`config.mk`:
```
export PLATFORM = sky130hd
export DESIGN_NAME = code_entry_sequencer
export DESIGN_NICKNAME = d
export VERILOG_FILES = /design/src/rtl/code_entry_sequencer_pkg.sv /design/src/rtl/code_entry_sequencer_seq_timer.sv /design/src/rtl/code_entry_sequencer.sv
export SDC_FILE = /design/constraint.sdc
export NUM_CORES = 1
export LEC_CHECK = 0
export ABC_AREA = 1
export ABC_CLOCK_PERIOD_IN_PS = 2800
export BUFFER_PORTS_ARGS = -buffer_cell sky130_fd_sc_hd__buf_2
export CAP_MARGIN = 20
export CORE_MARGIN = 1
export CORE_UTILIZATION = 45
export CTS_CLUSTER_DIAMETER = 200
export DETAILED_ROUTE_END_ITERATION = 7
export PLACE_DENSITY = 0.7
export SLEW_MARGIN = 30
export SYNTH_ARGS = -nofsm -noshare
export SYNTH_HDL_FRONTEND = slang
export SYNTH_SLANG_ARGS = --single-unit
```
`constraint.sdc`:
```
create_clock -name clk -period 2.8 [get_ports clk]
set_input_delay 0.28 -clock clk [delete_from_list [all_inputs] [get_ports clk]]
set_output_delay 0.28 -clock clk [all_outputs]
set_load 0.05 [all_outputs]
```
`src/rtl/code_entry_sequencer_pkg.sv`:
```
// Shared constants and state encoding for the code entry sequencer.
// CHECK is only reachable when SEQ_RETRY_EN is defined.
package code_entry_sequencer_pkg;

    localparam int unsigned DIGIT_W          = 4;
    localparam int unsigned DEF_DIGITS       = 4;
    localparam int unsigned DEF_SETUP_CYC    = 4;
    localparam int unsigned DEF_PULSE_CYC    = 8;
    localparam int unsigned DEF_GAP_CYC      = 4;
    localparam int unsigned DEF_RETRY_WAIT   = 64;

    typedef enum logic [2:0] {
        StIdle  = 3'd0,
        StSetup = 3'd1,
        StPulse = 3'd2,
        StGap   = 3'd3,
        StFin   = 3'd4,
        StCheck = 3'd5
    } state_e;

    function automatic int unsigned max3(input int unsigned a, input int unsigned b,
                                         input int unsigned c);
        int unsigned m;
        m = (a > b) ? a : b;
        return (m > c) ? m : c;
    endfunction

endpackage

```
`src/rtl/code_entry_sequencer_seq_timer.sv`:
```
// Loadable down-counter; tc is high while the count sits at zero.
// The count stops at zero instead of wrapping.
module code_entry_sequencer_seq_timer #(
    parameter int unsigned WIDTH = 4
) (
    input  logic             clk,
    input  logic             rst,
    input  logic             load,
    input  logic [WIDTH-1:0] load_val,
    output logic             tc
);

    logic [WIDTH-1:0] cnt_q;

    always_ff @(posedge clk or negedge rst) begin
        if (!rst) begin
            cnt_q <= '0;
        end else if (load) begin
            cnt_q <= load_val;
        end else if (cnt_q != '0) begin
            cnt_q <= cnt_q - 1'b1;
        end
    end

    assign tc = (cnt_q == '0);

endmodule

```
`src/rtl/code_entry_sequencer.sv`:
```
// Replays a latched hex code digit by digit with timed enter pulses, LSB digit first.
// Define SEQ_RETRY_EN for the unlock check / single replay feature.
module code_entry_sequencer
    import code_entry_sequencer_pkg::*;
#(
    parameter int unsigned DIGITS     = DEF_DIGITS,
    parameter int unsigned SETUP_CYC  = DEF_SETUP_CYC,
    parameter int unsigned PULSE_CYC  = DEF_PULSE_CYC,
`ifdef SEQ_RETRY_EN
    parameter int unsigned RETRY_WAIT = DEF_RETRY_WAIT,
`endif
    parameter int unsigned GAP_CYC    = DEF_GAP_CYC
) (
    input  logic                      clk,
    input  logic                      rst,
    input  logic                      start,
    input  logic                      abort,
    input  logic [DIGIT_W*DIGITS-1:0] code,
`ifdef SEQ_RETRY_EN
    input  logic                      unlocked_in,
    output logic                      retry_fail,
`endif
    output logic [DIGIT_W-1:0]        sw_out,
    output logic                      enter_out,
    output logic                      busy,
    output logic                      done,
    output logic                      aborted,
    output logic [((DIGITS > 1) ? $clog2(DIGITS) : 1)-1:0] digit_idx
);

    localparam int unsigned CODE_W = DIGIT_W * DIGITS;
    localparam int unsigned IDX_W  = (DIGITS > 1) ? $clog2(DIGITS) : 1;
`ifdef SEQ_RETRY_EN
    localparam int unsigned MAX_CYC = max3(max3(SETUP_CYC, PULSE_CYC, GAP_CYC), RETRY_WAIT, 1);
`else
    localparam int unsigned MAX_CYC = max3(SETUP_CYC, PULSE_CYC, GAP_CYC);
`endif
    localparam int unsigned CNT_W = $clog2(MAX_CYC + 1);
    localparam logic [IDX_W-1:0] LAST_IDX = IDX_W'(DIGITS - 1);

    state_e             state_q, state_d;
    logic [CODE_W-1:0]  code_q, code_d;
    logic [IDX_W-1:0]   idx_q, idx_d;
    logic [DIGIT_W-1:0] sw_q, sw_d, nib;
    logic               enter_q, busy_q, done_q, aborted_q, aborted_d;
    logic               load, tc;
    logic [CNT_W-1:0]   load_val;
`ifdef SEQ_RETRY_EN
    logic               attempt_q, attempt_d, fail_q, fail_d;
`endif

    code_entry_sequencer_seq_timer #(
        .WIDTH    (CNT_W)
    ) u_timer (
        .clk      (clk),
        .rst      (rst),
        .load     (load),
        .load_val (load_val),
        .tc       (tc)
    );

    always_comb begin
        state_d   = state_q;
        code_d    = code_q;
        idx_d     = idx_q;
        aborted_d = 1'b0;
`ifdef SEQ_RETRY_EN
        attempt_d = attempt_q;
        fail_d    = 1'b0;
`endif
        unique case (state_q)
            StIdle: begin
                if (start) begin
                    state_d = StSetup;
                    code_d  = code;
                    idx_d   = '0;
`ifdef SEQ_RETRY_EN
                    attempt_d = 1'b0;
`endif
                end
            end
            StSetup: if (tc) state_d = StPulse;
            StPulse: if (tc) state_d = StGap;
            StGap: begin
                if (tc) begin
                    if (idx_q != LAST_IDX) begin
                        idx_d   = idx_q + 1'b1;
                        state_d = StSetup;
                    end else begin
`ifdef SEQ_RETRY_EN
                        state_d = StCheck;
`else
                        state_d = StFin;
`endif
                    end
                end
            end
`ifdef SEQ_RETRY_EN
            StCheck: begin
                if (unlocked_in) begin
                    state_d = StFin;
                end else if (tc) begin
                    if (!attempt_q) begin
                        attempt_d = 1'b1;
                        idx_d     = '0;
                        state_d   = StSetup;
                    end else begin
                        state_d = StFin;
                        fail_d  = 1'b1;
                    end
                end
            end
`endif
            StFin:   state_d = StIdle;
            default: state_d = StIdle;
        endcase

        // Abort wins over every transition except the IDLE start decision.
        if (state_q != StIdle && abort) begin
            state_d   = StIdle;
            aborted_d = 1'b1;
`ifdef SEQ_RETRY_EN
            fail_d    = 1'b0;
`endif
        end
        if (state_d == StIdle) idx_d = '0;

        nib = '0;
        for (int k = 0; k < DIGITS; k++) begin
            if (idx_d == k[IDX_W-1:0]) nib = code_d[DIGIT_W*k +: DIGIT_W];
        end
        sw_d = (state_d == StIdle) ? '0 : nib;

        load     = (state_d != state_q);
        load_val = '0;
        unique case (state_d)
            StSetup: load_val = CNT_W'(SETUP_CYC - 1);
            StPulse: load_val = CNT_W'(PULSE_CYC - 1);
            StGap:   load_val = CNT_W'(GAP_CYC - 1);
`ifdef SEQ_RETRY_EN
            StCheck: load_val = CNT_W'(RETRY_WAIT - 1);
`endif
            default: load_val = '0;
        endcase
    end

    always_ff @(posedge clk or negedge rst) begin
        if (!rst) begin
            state_q   <= StIdle;
            code_q    <= '0;
            idx_q     <= '0;
            sw_q      <= '0;
            enter_q   <= 1'b0;
            busy_q    <= 1'b0;
            done_q    <= 1'b0;
            aborted_q <= 1'b0;
`ifdef SEQ_RETRY_EN
            attempt_q <= 1'b0;
            fail_q    <= 1'b0;
`endif
        end else begin
            state_q   <= state_d;
            code_q    <= code_d;
            idx_q     <= idx_d;
            sw_q      <= sw_d;
            enter_q   <= (state_d == StPulse);
            busy_q    <= (state_d != StIdle);
            done_q    <= (state_d == StFin);
            aborted_q <= aborted_d;
`ifdef SEQ_RETRY_EN
            attempt_q <= attempt_d;
            fail_q    <= fail_d;
`endif
        end
    end

    assign sw_out    = sw_q;
    assign enter_out = enter_q;
    assign busy      = busy_q;
    assign done      = done_q;
    assign aborted   = aborted_q;
    assign digit_idx = idx_q;
`ifdef SEQ_RETRY_EN
    assign retry_fail = fail_q;
`endif

endmodule

```
==> run metrics, run 1 <==
status=finished clean; RR Endpoint=sw_out[3]; cells after synthesis=199; reg2reg path depth=12; HPWL Detailed=2318 µm; combinational share of power=52.0%; gr usage total=between 10% and 20%; FFs w/ async S/R, synth=100.0%; Final #Nets=~250; CP startpoint=state_q[2]; Worst Path Required=slightly above 3 ns; Peak Freq=465.5 MHz; Final Hold Fails=0; Static Leak=1.080 nW; min cycle time layout=roughly 2.1 ns; Post-Syn Area per Cell=8.211 µm²; clock share of power=13.9%; period utilisation layout=76.72%; Final TNS setup=0 ns; Num Clock Sinks=33; die extent in x=62.26 µm; Hold Path Cell Cnt=3; maximum clock insertion buffer count=2; # setup viols final=0; via count of the routed design=1318; initial antenna violation count=0; DRT Pass-1 Iters=4; VDD IR max=between 0.4 and 0.5 mV; height of the die=between 60 and 70 µm; Initial Utilization=47.84%; CTS tree=built; Ys Warns=0; unrepaired setup endpoints after global routing=no; Clock transition at path regs=0.10 ns; sequential area share after synthesis=about half; pins over their slew limit=0; CP Capture Point=sw_out[3]; Clk Latency, worst-skew pair=0.34 ns; top_reg_cell synth=dfrtp_1; Worst-Margin Slew=around 0.7 ns; port bufs=29; synthesized flop and latch total=33; register-to-register setup slack=roughly 0.65 ns; clock root buffer master=clkbuf_4; Rows=21; worst hold slack=0.1539 ns; PnR worst setup slack=0.6518 ns; GP Congestion=roughly 0.85; Post-Synthesis Net Count=220; mapped cell area=0.001634 mm²; Inserted Clock Buffers=5; post-route ant nets=0; number of distinct library cells after synthesis=27; Routed WL=3199 µm; Post-synth EDFFs=0; Worst Hold Class=primary input to flip-flop; RR Startpoint=state_q[2]; Post-CTS Setup Bufs=0; switching part of the total power=46.93%; htree depth=2; I/O pin count=30; Slew HR=52.92%; first-pass GRT wire length=between 5000 and 6000 µm; diode count=0; Tot Pwr=2.215 mW; 1st-iter DRT viols=43; CP Launch Type=flip-flop; internal power=1.176 mW; Setup crit end kind=flip-flop; drt wl/cell=11.43 µm; dpl ws=approximately 0.73 ns; Inst Count DP=271; largest net degree at the start of global routing=34; die area=~0.0039 mm²; vias in the first global route=1263; global route overflow=0; Max Cap Viol=0; vias per inst=4.707; Area growth, synth to finish=16.31%; clock skew=between 0.007 and 0.008 ns; Net Sw Power=1.040 mW; core area=0.003416 mm²; Reg power frac=34.1%; Resize count post-CTS=0; Power Density=1166 mW/mm²; # DRC=0; Layout Cells excl Fill=280; share of cells above drive strength 1=31.62%; Worst Path Max Fanout=18; type of the worst setup path=flip-flop to flip-flop; CP arrival=between 2 and 2.5 ns
[critical path, cell delays in order, from the launching register on]
cell and delay [ns]:
dfrtp_1 0.44, nor2_2 0.17, nand3_2 0.32, inv_2 0.36
o21ai_1 0.12, nand2_1 0.14, inv_2 0.09, nor2_4 0.14
inv_2 0.05, nor2_1 0.08, nor2_1 0.04, nand2_1 0.06
inv_1 0.04
[stage by stage]
stage                     util [%]  cell area (µm²)
after global routing         55.64             1901
after CTS                    55.64             1901
after global placement       53.30             1821
after floorplan                  -             1634
final                        55.64             1901
after detailed placement     53.30             1821
[worst min-delay path by stage]
| stage | startpoint | endpoint | slack (ns) |
|---|---|---|---|
| finish | code[7] | code_q[7] | 0.15 |
| global route | code[8] | code_q[8] | 0.15 |
| CTS | code[7] | code_q[7] | 0.14 |
| detailed placement | rst | u_timer.cnt_q[1] | 0.37 |
| global placement | rst | u_timer.cnt_q[1] | 0.37 |
| floorplan | rst | aborted | -0.02 |
[power by group through the flow]
| stage | combinational [mW] | sequential (mW) | clock, mW |
|---|---|---|---|
| finish | 1.15 | 0.755 | 0.308 |
| global route | 1.31 | 0.777 | 0.342 |
| CTS | 1.16 | 0.755 | 0.317 |
| detailed placement | 1.15 | 0.766 | 0 |
| global placement | 1.13 | 0.759 | 0 |
| floorplan | 0.816 | 0.870 | 0 |
[flip-flops by register name, summed over array words and instances, names as in the netlist]
signal	flops
state_q	3
busy	1
code_q	16
aborted	1
digit_idx	2
enter_out	1
sw_out	4
u_timer.cnt_q	4
done	1
[layout make-up]
class / count / area, µm²
repair buffers: 30 / 155.1
multi-input cells: 135 / 685.7
clock buffers: 7 / 65.06
flip-flops and latches: 33 / 825.8
well taps: 46 / 57.56
fillers: 356 / 1515
inverters: 28 / 106.4
clock inverters: 1 / 5.005
[Yosys cell counts (all sizes together) (2+ instances only)]
cell type / instances / area [µm²]
o21ai: 13 / 65.06
or2: 5 / 31.28
xor2: 2 / 17.52
buf: 2 / 12.51
nor3: 2 / 10.01
dfrtp: 33 / 825.8
o31ai: 2 / 15.01
a21oi: 5 / 25.02
nand2: 76 / 322.8
nand3: 10 / 72.57
inv: 27 / 101.4
nand4: 2 / 12.51
nor2: 16 / 92.58
[cells by family after synthesis]
family | share of synthesized area (%)
AO/OA/AOI/OAI | 6.431
XOR/XNOR | 1.608
adder cells (fa/ha/maj) | 0.7656
buffers and inverters | 7.503
flip-flops | 50.54
AND/OR/NAND/NOR | 33.15
[per-layer routing]
layer | GRT usage (%) | wire length [µm] | vias up
li1 | - | - | 689
met1 | 26.52 | 1601 | 594
met2 | 27.61 | 1386 | 28
met3 | 5.699 | 138 | 7
met4 | 10.76 | 72 | 0
met5 | 0 | 0 | -
[timing repair]
item                                    CTS  global route
endpoints found under the hold margin    33             0
hold buffers                              1             0
endpoints found under the setup margin    0             0
[cell usage in the layout, fill, tap and decap left out, types with 2 or more instances in the layout]
| cell | synthesis | final |
|---|---|---|
| clkbuf_4 | 0 | 5 |
| nand3_2 | 2 | 2 |
| or2_2 | 4 | 4 |
| nor2_1 | 9 | 9 |
| nor3_1 | 2 | 2 |
| dfrtp_1 | 33 | 33 |
| nand2_2 | 9 | 9 |
| o21ai_1 | 4 | 4 |
| clkbuf_8 | 0 | 2 |
| xor2_1 | 2 | 2 |
| nor2_4 | 3 | 3 |
| clkinv_2 | 1 | 2 |
| o21ai_0 | 9 | 9 |
| nor2_2 | 4 | 4 |
| nand2_4 | 2 | 2 |
| inv_1 | 16 | 16 |
| nand3_1 | 7 | 7 |
| o31ai_1 | 2 | 2 |
| inv_2 | 11 | 11 |
| a21oi_1 | 5 | 5 |
| nand4_1 | 2 | 2 |
| nand2_1 | 65 | 65 |
| buf_2 | 1 | 29 |
No activity file was read; power rests on OpenSTA's default activity.
==> inputs of run 2 (changes only) <==
--- a/config.mk
+++ b/config.mk
@@ -5,15 +5,15 @@
 export SDC_FILE = /design/constraint.sdc
 export NUM_CORES = 1
 export LEC_CHECK = 0
-export ABC_AREA = 1
-export ABC_CLOCK_PERIOD_IN_PS = 2800
+export ABC_AREA = 0
+export ABC_CLOCK_PERIOD_IN_PS = 2000
 export BUFFER_PORTS_ARGS = -buffer_cell sky130_fd_sc_hd__buf_2
 export CAP_MARGIN = 20
 export CORE_MARGIN = 1
 export CORE_UTILIZATION = 45
 export CTS_CLUSTER_DIAMETER = 200
 export DETAILED_ROUTE_END_ITERATION = 7
-export PLACE_DENSITY = 0.7
+export PLACE_DENSITY = 0.69
 export SLEW_MARGIN = 30
 export SYNTH_ARGS = -nofsm -noshare
 export SYNTH_HDL_FRONTEND = slang
==> constraint.sdc (replaced) <==
create_clock -name clk -period 2 [get_ports clk]
set_input_delay 0.2 -clock clk [delete_from_list [all_inputs] [get_ports clk]]
set_output_delay 0.2 -clock clk [all_outputs]
set_load 0.05 [all_outputs]
==> run 2 against run 1 <==
The flow now finishes with violations (setup timing). Global-route usage increased by 1.1 points. Clock power increased by 61%. Synthesized area increased by 9.3%. Combinational power increased by 41%. Sequential cell count unchanged. Die area increased by 9.0%. Maximum frequency increased by 6.5%. Via count increased by 16%. Design area increased by 13%. Critical path depth decreased by 5.
==> run metrics, run 2 <==
hold path endpoint=code_q[9]; CTS tree=built; failing checks=setup timing; Worst-Margin Slew=around 0.7 ns; Num Clock Sinks=33; first-pass GRT wire length=6527 µm; period utilisation layout=100.8%; vias in the first global route=~1400; cell with the most instances after synthesis=dfrtp_1; # setup viols final=1; Final TNS setup=-0.01660 ns; sequential area share after synthesis=46.25%; unrepaired setup endpoints after global routing=yes; PnR worst setup slack=-0.01660 ns; Final Hold Fails=0; Reg with most FFs=code_q; Final #Nets=about 240; cell taking the most area after synthesis=dfrtp_1; Worst Hold Class=primary input to flip-flop; Worst Path Required=about 2.2 ns; Static Leak=0.9834 nW; Hold Path Cell Cnt=3; cells after synthesis=177; diode count=0; FFs w/ async S/R, synth=100.0%; RR Endpoint=sw_out[2]; height of the die=64.99 µm; # DRC=0; area fraction of the dominant cell type after synthesis=a little under half; I/O pin count=30; RR Startpoint=u_timer.cnt_q[1]; Clk Latency, worst-skew pair=between 0.2 and 0.3 ns; CP Launch Type=flip-flop; CP cell instances=inv_1 -> ha_2 -> or3b_4 -> or3_1 -> a21oi_2 -> o221ai_1 -> and3_1; clock root buffer master=clkbuf_8; post-route ant nets=0; Register Area=825.8 µm²; post-place instance area=0.002006 mm²; pins over their slew limit=0; HP Start=code[9]; reg2reg path depth=7; register-to-register setup slack=-0.02 ns; maximum clock insertion buffer count=2; synthesized flop and latch total=33; Area growth, synth to finish=20.18%; Layout Cells excl Fill=265; max reg flops=16; vias per inst=roughly 5.8; Routed WL=3996 µm; commonest non-fill, non-tap cells in the layout=dfrtp_1, buf_2, nand2_1; largest net degree at the start of global routing=34; via count of the routed design=1528; Layout fillers=approximately 360; status=finished, violations left; CP bufs+invs=1; top_reg_cell synth=dfrtp_1; Rows=22; clock skew=around 0.0061 ns; type of the worst setup path=flip-flop to flip-flop; die extent in x=64.99 µm; mapped cell area=0.001785 mm²; Setup crit end kind=flip-flop; Post-synth EDFFs=0; Design Area, Final=0.002146 mm²; Post-Synthesis Net Count=198; max incr delay on CP=0.41 ns; Clock transition at path regs=0.06 ns; core area=0.003744 mm²; number of distinct library cells after synthesis=46; HPWL Detailed=2796 µm; multi-input logic area=878.3 µm²; Synth area leaders=dfrtp_1, nand2_1, mux2_2, a21oi_1, nor3_1; most common cell after layout, fill and taps aside=dfrtp_1; Slowest-stage cell, CP=or3b_4; Power Density=1486 mW/mm²; Initial Utilization=47.69%; initial antenna violation count=0; VDD IR max=a little over 0.7 mV; most frequent cells after synthesis=dfrtp_1, nand2_1, a21oi_1, nor3_1, mux2_2; min cycle time layout=2.017 ns; port bufs=29; Peak Freq=495.9 MHz; global route overflow=0; htree depth=2; Ys Warns=0; Inserted Clock Buffers=5; CP arrival=2.18 ns; gr usage total=20.57%; die area=approximately 0.0042 mm²; Max Cap Viol=0; Inst Count DP=255; Post-Syn Area per Cell=~10 µm²; cell family with most CP delay=simple AND/OR/NAND/NOR gates; share of cells above drive strength 1=32.26%; drt wl/cell=15.08 µm; GP Congestion=0.8719; 1st-iter DRT viols=between 50 and 60; DRT Pass-1 Iters=4; Worst Path Max Fanout=3; Slew HR=a little over half
[run 2: cell count changes after synthesis, sizes merged, moves of 6 or more]
cell,delta
a22oi,+6
inv,-21
nor2,-11
mux2,+10
nor3,+10
clkbuf,+7
o21ai,-11
nand2,-51
a21oi,+10
[run 2: final cells by class]
| type | instances | share of cell area (%) |
|---|---|---|
| clock buffer | 6 | 3.848 |
| clock inverter | 1 | 0.3499 |
| inverter | 6 | 1.050 |
| multi-input combinational | 128 | 40.93 |
| sequential | 33 | 38.48 |
| tap | 48 | 2.799 |
| timing repair buffer | 43 | 12.54 |
[run 2: per-stage QoR]
step	util (%)	hold WS (ns)	setup slack, ns	power, mW
after floorplan	-	-0.09559	0.003882	2.191
after global placement	53.58	0.2811	0.03110	2.525
after detailed placement	53.58	0.2965	-0.03534	2.574
after CTS	56.45	0.1042	0.01007	3.107
after global routing	57.32	0.1213	-0.05975	3.421
final	57.32	0.1105	-0.01660	3.189
[run 2: worst min-delay path, delay by kind of cell]
| kind | cells | cell delay, ns |
|---|---|---|
| buffers and inverters | 1 | 0.07 |
| AND/OR/NAND/NOR | 2 | 0.09 |
[run 2: repair_timing]
action	CTS	global route
pin swaps	2	10
gates resized for setup	2	4
endpoints found under the hold margin	28	0
hold buffers	1	0
endpoints found under the setup margin	3	6
setup buffers	0	2
[run 2: report_power, final]
group	internal, mW	switching (mW)	leakage, nW
Clock	0.272	0.226	0.0433
Combinational	0.691	0.929	0.528
Sequential	0.936	0.135	0.412
Total	1.90	1.29	0.983
[run 2: how the worst max path moves through the flow]
stage	to	cells after the start	from
detailed placement	u_timer.cnt_q[2]	8	u_timer.cnt_q[1]
global placement	sw_out[2]	7	u_timer.cnt_q[1]
global route	u_timer.cnt_q[1]	8	u_timer.cnt_q[1]
CTS	u_timer.cnt_q[1]	8	u_timer.cnt_q[1]
finish	sw_out[2]	7	u_timer.cnt_q[1]
floorplan	sw_out[2]	8	u_timer.cnt_q[0]
[run 2: per-layer routing]
metal | global-route usage, % | wire, µm
met5 | 0 | 0
met4 | 9.444 | 72
met3 | 4.401 | 210
met2 | 32.81 | 2024
met1 | 26.52 | 1688
[run 2: cells by family after synthesis]
group	after synthesis	share of synthesized area, %
buf+inv	16	5.886
flops	33	46.25
fa+ha+maj	1	0.7007
simple gates	67	20.18
mux	13	8.410
compound gates	46	18.08
xor+xnor	1	0.4906
